<file path="src/rtl/uart_pkg.sv">
// Shared UART definitions: FSM state encoding and line levels.
// Optional build macro FIFO_UART_TX_PARITY_EN adds the PARITY state.
package uart_pkg;

  typedef enum logic [2:0] {
    ST_IDLE     = 3'd0,
    ST_PREFETCH = 3'd1,
    ST_START    = 3'd2,
    ST_DATA     = 3'd3,
`ifdef FIFO_UART_TX_PARITY_EN
    ST_PARITY   = 3'd4,
`endif
    ST_STOP     = 3'd5
  } state_e;

  localparam logic UART_IDLE_LEVEL  = 1'b1;
  localparam logic UART_START_LEVEL = 1'b0;
  localparam logic UART_STOP_LEVEL  = 1'b1;

endpackage

</file>
<file path="src/rtl/uart_baud_tick.sv">
// Bit-period timer: o_tick pulses on the last cycle of each CLKS_PER_BIT period.
module uart_baud_tick #(
  parameter int unsigned CLKS_PER_BIT = 868
) (
  input  logic i_clk,
  input  logic i_reset,
  input  logic i_clear,
  input  logic i_enable,
  output logic o_tick
);

  localparam int unsigned CNT_W = $clog2(CLKS_PER_BIT);
  localparam logic [CNT_W-1:0] CNT_LAST = CNT_W'(CLKS_PER_BIT - 1);

  logic [CNT_W-1:0] cnt_q, cnt_d;

  // Tick on the final count of the period while enabled.
  always_comb begin
    o_tick = i_enable && (cnt_q == CNT_LAST);
  end

  // Next count: clear wins, otherwise wrap at the end of each period.
  always_comb begin
    cnt_d = cnt_q;
    if (i_clear) begin
      cnt_d = '0;
    end else if (i_enable) begin
      cnt_d = (cnt_q == CNT_LAST) ? '0 : cnt_q + CNT_W'(1);
    end
  end

  // Counter register.
  always_ff @(posedge i_clk) begin
    if (i_reset) cnt_q <= '0;
    else         cnt_q <= cnt_d;
  end

endmodule

</file>
<file path="src/rtl/fifo_uart_tx.sv">
// FIFO-draining UART transmitter: pops one word per frame and serializes it
// LSB first on o_tx. Build macro FIFO_UART_TX_PARITY_EN appends an even
// parity bit after the data bits.
module fifo_uart_tx
  import uart_pkg::*;
#(
  parameter int unsigned WORD_LENGTH  = 8,
  parameter int unsigned CLKS_PER_BIT = 868
) (
  input  logic                   i_clk,
  input  logic                   i_reset,
  input  logic [WORD_LENGTH-1:0] i_fifo_data,
  input  logic                   i_fifo_empty,
  output logic                   o_fifo_read_en,
  output logic                   o_tx,
  output logic                   o_busy
);

  localparam int unsigned BIT_W = $clog2(WORD_LENGTH + 1);
  localparam logic [BIT_W-1:0] BIT_LAST = BIT_W'(WORD_LENGTH - 1);

  state_e                 state_q, state_d;
  logic [WORD_LENGTH-1:0] shift_q, shift_d;
  logic [BIT_W-1:0]       bit_cnt_q, bit_cnt_d;
  logic                   tx_q, tx_d;
  logic                   busy_q, busy_d;
  logic                   read_en_q, read_en_d;
  logic                   tick, baud_en, baud_clr;
`ifdef FIFO_UART_TX_PARITY_EN
  logic                   parity_q, parity_d;
`endif

  uart_baud_tick #(
    .CLKS_PER_BIT(CLKS_PER_BIT)
  ) u_baud (
    .i_clk   (i_clk),
    .i_reset (i_reset),
    .i_clear (baud_clr),
    .i_enable(baud_en),
    .o_tick  (tick)
  );

  // Baud timer runs in the timed states and restarts on every state entry.
  always_comb begin
    baud_en  = (state_q != ST_IDLE) && (state_q != ST_PREFETCH);
    baud_clr = (state_d != state_q);
  end

  // State, datapath and registered-output flops.
  always_ff @(posedge i_clk) begin
    if (i_reset) begin
      state_q   <= ST_IDLE;
      shift_q   <= '0;
      bit_cnt_q <= '0;
      tx_q      <= UART_IDLE_LEVEL;
      busy_q    <= 1'b0;
      read_en_q <= 1'b0;
`ifdef FIFO_UART_TX_PARITY_EN
      parity_q  <= 1'b0;
`endif
    end else begin
      state_q   <= state_d;
      shift_q   <= shift_d;
      bit_cnt_q <= bit_cnt_d;
      tx_q      <= tx_d;
      busy_q    <= busy_d;
      read_en_q <= read_en_d;
`ifdef FIFO_UART_TX_PARITY_EN
      parity_q  <= parity_d;
`endif
    end
  end

  // Next-state logic; timed states advance only on the baud tick.
  always_comb begin
    state_d = state_q;
    unique case (state_q)
      ST_IDLE:     if (!i_fifo_empty) state_d = ST_PREFETCH;
      ST_PREFETCH: state_d = ST_START;
      ST_START:    if (tick) state_d = ST_DATA;
`ifdef FIFO_UART_TX_PARITY_EN
      ST_DATA:     if (tick && bit_cnt_q == BIT_LAST) state_d = ST_PARITY;
      ST_PARITY:   if (tick) state_d = ST_STOP;
`else
      ST_DATA:     if (tick && bit_cnt_q == BIT_LAST) state_d = ST_STOP;
`endif
      ST_STOP:     if (tick) state_d = ST_IDLE;
      default:     state_d = ST_IDLE;
    endcase
  end

  // Datapath: capture the head word in PREFETCH, shift after each data bit.
  always_comb begin
    shift_d   = shift_q;
    bit_cnt_d = bit_cnt_q;
`ifdef FIFO_UART_TX_PARITY_EN
    parity_d  = parity_q;
`endif
    if (state_q == ST_PREFETCH) begin
      shift_d   = i_fifo_data;
      bit_cnt_d = '0;
`ifdef FIFO_UART_TX_PARITY_EN
      parity_d  = ^i_fifo_data;
`endif
    end else if (state_q == ST_DATA && tick) begin
      shift_d   = shift_q >> 1;
      bit_cnt_d = (bit_cnt_q == BIT_LAST) ? '0 : bit_cnt_q + BIT_W'(1);
    end
  end

  // Outputs are decoded from the upcoming state so the flops line up with it.
  always_comb begin
    tx_d      = UART_IDLE_LEVEL;
    busy_d    = (state_d != ST_IDLE);
    read_en_d = (state_d == ST_PREFETCH);
    unique case (state_d)
      ST_START:  tx_d = UART_START_LEVEL;
      ST_DATA:   tx_d = shift_d[0];
`ifdef FIFO_UART_TX_PARITY_EN
      ST_PARITY: tx_d = parity_d;
`endif
      ST_STOP:   tx_d = UART_STOP_LEVEL;
      default:   tx_d = UART_IDLE_LEVEL;
    endcase
  end

  assign o_tx           = tx_q;
  assign o_busy         = busy_q;
  assign o_fifo_read_en = read_en_q;

endmodule

</file>
<file path="config.mk">
export PLATFORM = sky130hd
export DESIGN_NAME = fifo_uart_tx
export DESIGN_NICKNAME = d
export VERILOG_FILES = /design/src/rtl/uart_pkg.sv /design/src/rtl/uart_baud_tick.sv /design/src/rtl/fifo_uart_tx.sv
export SDC_FILE = /design/constraint.sdc
export NUM_CORES = 1
export LEC_CHECK = 0
export CORE_UTILIZATION = 47
export DETAILED_ROUTE_END_ITERATION = 16
export DONT_BUFFER_PORTS = 1
export HOLD_SLACK_MARGIN = 0.05
export SYNTH_ARGS = -nofsm -noshare
export SYNTH_HDL_FRONTEND = slang
export SYNTH_HIERARCHICAL = 1
export SYNTH_SLANG_ARGS = --single-unit
</file>
<file path="constraint.sdc">
create_clock -name i_clk -period 2.8 [get_ports i_clk]
set_input_delay 0.84 -clock i_clk [delete_from_list [all_inputs] [get_ports i_clk]]
set_output_delay 0.84 -clock i_clk [all_outputs]
set_load 0.005 [all_outputs]
</file>
==> impl_metrics.csv <==
group,metric,value,unit
timing,finalSetupViolations,0,
cts,cts_tree,"done",
run_status,status,"complete, no violations",
cells_and_area,final_net_count,173,
routing,vias,1151,
routing,drtAntennaViolNets,0,
cts,cts-root-buf,"clkbuf_4",
routing,wirelength,2710,um
setup_path,rr_worst_depth,10,
cts,clk_path_buf_depth,2,
global_route,antenna_found_initial,0,
timing,finalHoldViolations,0,
setup_path,cp.arrival,2.61,ns
die,ioPinCount,14,
logic_synthesis,ys_ff_latch,28,
cells_and_area,drive_above_1_share,0.0759,
timing,holdWs,0.470,ns
logic_synthesis,ys.warnings.count,6,
cts,cts-resized-gates,0,
cts,cts_sinks,28,
min_path,min_path_cells,2,
logic_synthesis,syn_inst,159,
setup_path,crit_required,3.00,ns
setup_path,cp-start-kind,"flop",
timing,final.period_utilization,0.859,
place,hpwl,1940,um
timing,rsz0062_at_grt,"false",
routing,drc_errors,0,
global_route,grt_pass1_wl,4890,um
min_path,holdPathEnd,"shift_q[4]$_SDFFE_PP0P_",
die,fp.dieH,56.3,um
setup_path,cp-end-kind,"flop",
cts,clock_latency,0.31,ns
global_route,grt_max_degree,17,
cts,post_cts_buffers,0,
place,placed_cell_area,1410,sq um
global_route,grt_pass1_vias,1067,
die,die_w,56.3,um
setup_path,crit_type,"reg2reg",
cts,cts_hold_buf,0,
min_path,hp-class,"reg2reg",
die,start_util,0.499,
logic_synthesis,synth_area,1390,sq um
cells_and_area,finalInstanceArea,1440,sq um
die,fp-row-count,19,
setup_path,rrSetupSlack,0.40,ns
timing,final_max_slew_viol_count,0,
logic_synthesis,synth_ff_type,"dfxtp_1",
routing,via_per_inst,6.09,
logic_synthesis,synth-seq-area-share,0.404,
timing,skew,0.00223,ns
global_route,grt_util_all_layers,0.190,
cells_and_area,area_growth,3.43,%
logic_synthesis,async_flop_share,0,
logic_synthesis,ys_types,46,
timing,relSlewSlack,0.647,
routing,wire_per_inst,14.4,um
setup_path,critPathMaxFanout,16,
routing,drt-initial-drc-count,39,
cts,path_clk_slew,0.14,ns
min_path,worstHoldStart,"shift_q[4]$_SDFFE_PP0P_",
die,die_area,3170,sq um
cts,h-tree-depth,1,
setup_path,r2r-start,"state_q[1]$_SDFF_PP0_",
place,globalplace.congestion,0.789,
logic_synthesis,synth_edf_count,0,
place,io_buffers,0,
die,core,2780,sq um
logic_synthesis,synth.avg_cell_area,8.73,sq um
cells_and_area,antenna_cells,0,
timing,tns,0,ns
logic_synthesis,synthesis.nets,172,
setup_path,reg2reg_to,"u_baud/cnt_q[4]$_SDFFE_PP0P_",
cells_and_area,fillers,280,
timing,worst_pin_slew,0.528,ns
power,leakagePower,0.470,nW
timing,finalCriticalPeriod,2.40,ns
global_route,grt_overflow_total,0,
cts,numCtsBuffers,3,
power,ir_drop,0.326,mV
job,drv_cap,0,
timing,fmax,416,MHz
routing,drt_pass1_iterations,4,
power,powerDensity,460,nW/um^2
## per-stage QoR
| step | util | power (mW) | std cells | setup WS [ns] |
|---|---|---|---|---|
| 2_1_floorplan | - | 0.500 | 159 | 0.289 |
| 3_3_place_gp | 0.508 | 0.507 | 186 | 0.507 |
| 3_5_place_dp | 0.508 | 0.510 | 186 | 0.437 |
| 4_1_cts | 0.516 | 0.671 | 189 | 0.410 |
| 5_1_grt | 0.516 | 0.696 | 189 | 0.125 |
| 6_report | 0.516 | 0.661 | 189 | 0.396 |
## layer usage
metal	global-route usage	up-vias	share of wire
met3	0.0276	2	0.045
li1	-	595	-
met2	0.281	26	0.44
met5	0	-	0
met1	0.289	528	0.51
met4	0.0523	0	0.0059
## Yosys cell counts, types with 2 or more instances
library cell | number | area [sq um]
buf_2 | 5 | 25.0
a31oi_1 | 2 | 12.5
a21o_1 | 2 | 15.0
o31ai_1 | 5 | 37.5
a311oi_1 | 3 | 26.3
nand4_1 | 4 | 25.0
or3b_1 | 2 | 17.5
nor2_1 | 11 | 41.3
nand2b_1 | 2 | 12.5
dfxtp_1 | 28 | 561
or3_1 | 4 | 25.0
nand2_1 | 17 | 63.8
or4_1 | 5 | 37.5
o21ai_1 | 3 | 15.0
ha_1 | 2 | 25.0
o21ai_0 | 3 | 15.0
xor2_1 | 3 | 26.3
nand3_1 | 7 | 35.0
a22oi_1 | 3 | 22.5
a21oi_1 | 14 | 70.1
inv_1 | 8 | 30.0
o311ai_0 | 2 | 17.5
## power by group
part / internal (mW) / switching (mW) / total, mW
Combinational: 0.0299 / 0.0367 / 0.0666
Clock: 0.0503 / 0.109 / 0.159
Sequential: 0.416 / 0.0186 / 0.435
Total: 0.497 / 0.164 / 0.661
## layout by cell type (no fill, tap or decap), types with 3 or more instances in the layout
cell type,synthesis,layout
dfxtp_1,28,28
nand2_1,17,17
a21oi_1,14,14
nor2_1,11,11
inv_1,8,8
nand3_1,7,7
or4_1,5,5
o31ai_1,5,5
or3_1,4,4
nand4_1,4,4
a22oi_1,3,3
a311oi_1,3,3
o21ai_1,3,3
o21ai_0,3,3
clkbuf_4,0,3
buf_4,1,3
xor2_1,3,3
## kinds of logic after synthesis
logic type	Yosys count	synth area share
AOI/OAI and AO/OA	44	0.225
xor gates and xnor gates	3	0.0189
adders and majority gates	2	0.0180
buffers and inverters	15	0.0478
DFF	28	0.404
and+or+nand+nor	67	0.287
## flip-flops by register name, indices dropped and copies added (netlist names)
signal / count
o_tx: 1
u_baud/cnt_q: 10
state_q: 3
o_fifo_read_en: 1
o_busy: 1
shift_q: 8
bit_cnt_q: 4
## final cells by class
| cell class | instances | area [sq um] | share of cell area |
|---|---|---|---|
| sequential | 28 | 561 | 0.391 |
| inverter | 8 | 30.0 | 0.0209 |
| timing repair buffer | 3 | 22.5 | 0.0157 |
| clock buffer | 3 | 22.5 | 0.0157 |
| tap | 31 | 38.8 | 0.0270 |
| multi-input combinational | 116 | 761 | 0.530 |
## how the worst max path moves through the flow
stage                                  from                            to  slack, ns
2_1_floorplan  u_baud/cnt_q[7]$_SDFFE_PP0P_     bit_cnt_q[3]$_SDFFE_PP0P_       0.29
3_3_place_gp          state_q[1]$_SDFF_PP0_  u_baud/cnt_q[2]$_SDFFE_PP0P_       0.51
3_5_place_dp          state_q[1]$_SDFF_PP0_  u_baud/cnt_q[4]$_SDFFE_PP0P_       0.44
4_1_cts               state_q[1]$_SDFF_PP0_  u_baud/cnt_q[2]$_SDFFE_PP0P_       0.41
5_1_grt               state_q[1]$_SDFF_PP0_  u_baud/cnt_q[4]$_SDFFE_PP0P_       0.13
6_report              state_q[1]$_SDFF_PP0_  u_baud/cnt_q[4]$_SDFFE_PP0P_       0.40
## worst max-delay path, cell delays in order (launching register included)
cell and delay (ns):
dfxtp_1 0.64, or2_1 0.30, inv_1 0.14, nor4_1 0.29, buf_4 0.20, nand2_1 0.07, a21o_1 0.17, a31oi_1 0.16
nor2_1 0.11, o41ai_4 0.11, nor2_1 0.10
(Power assumes the default switching activity.)
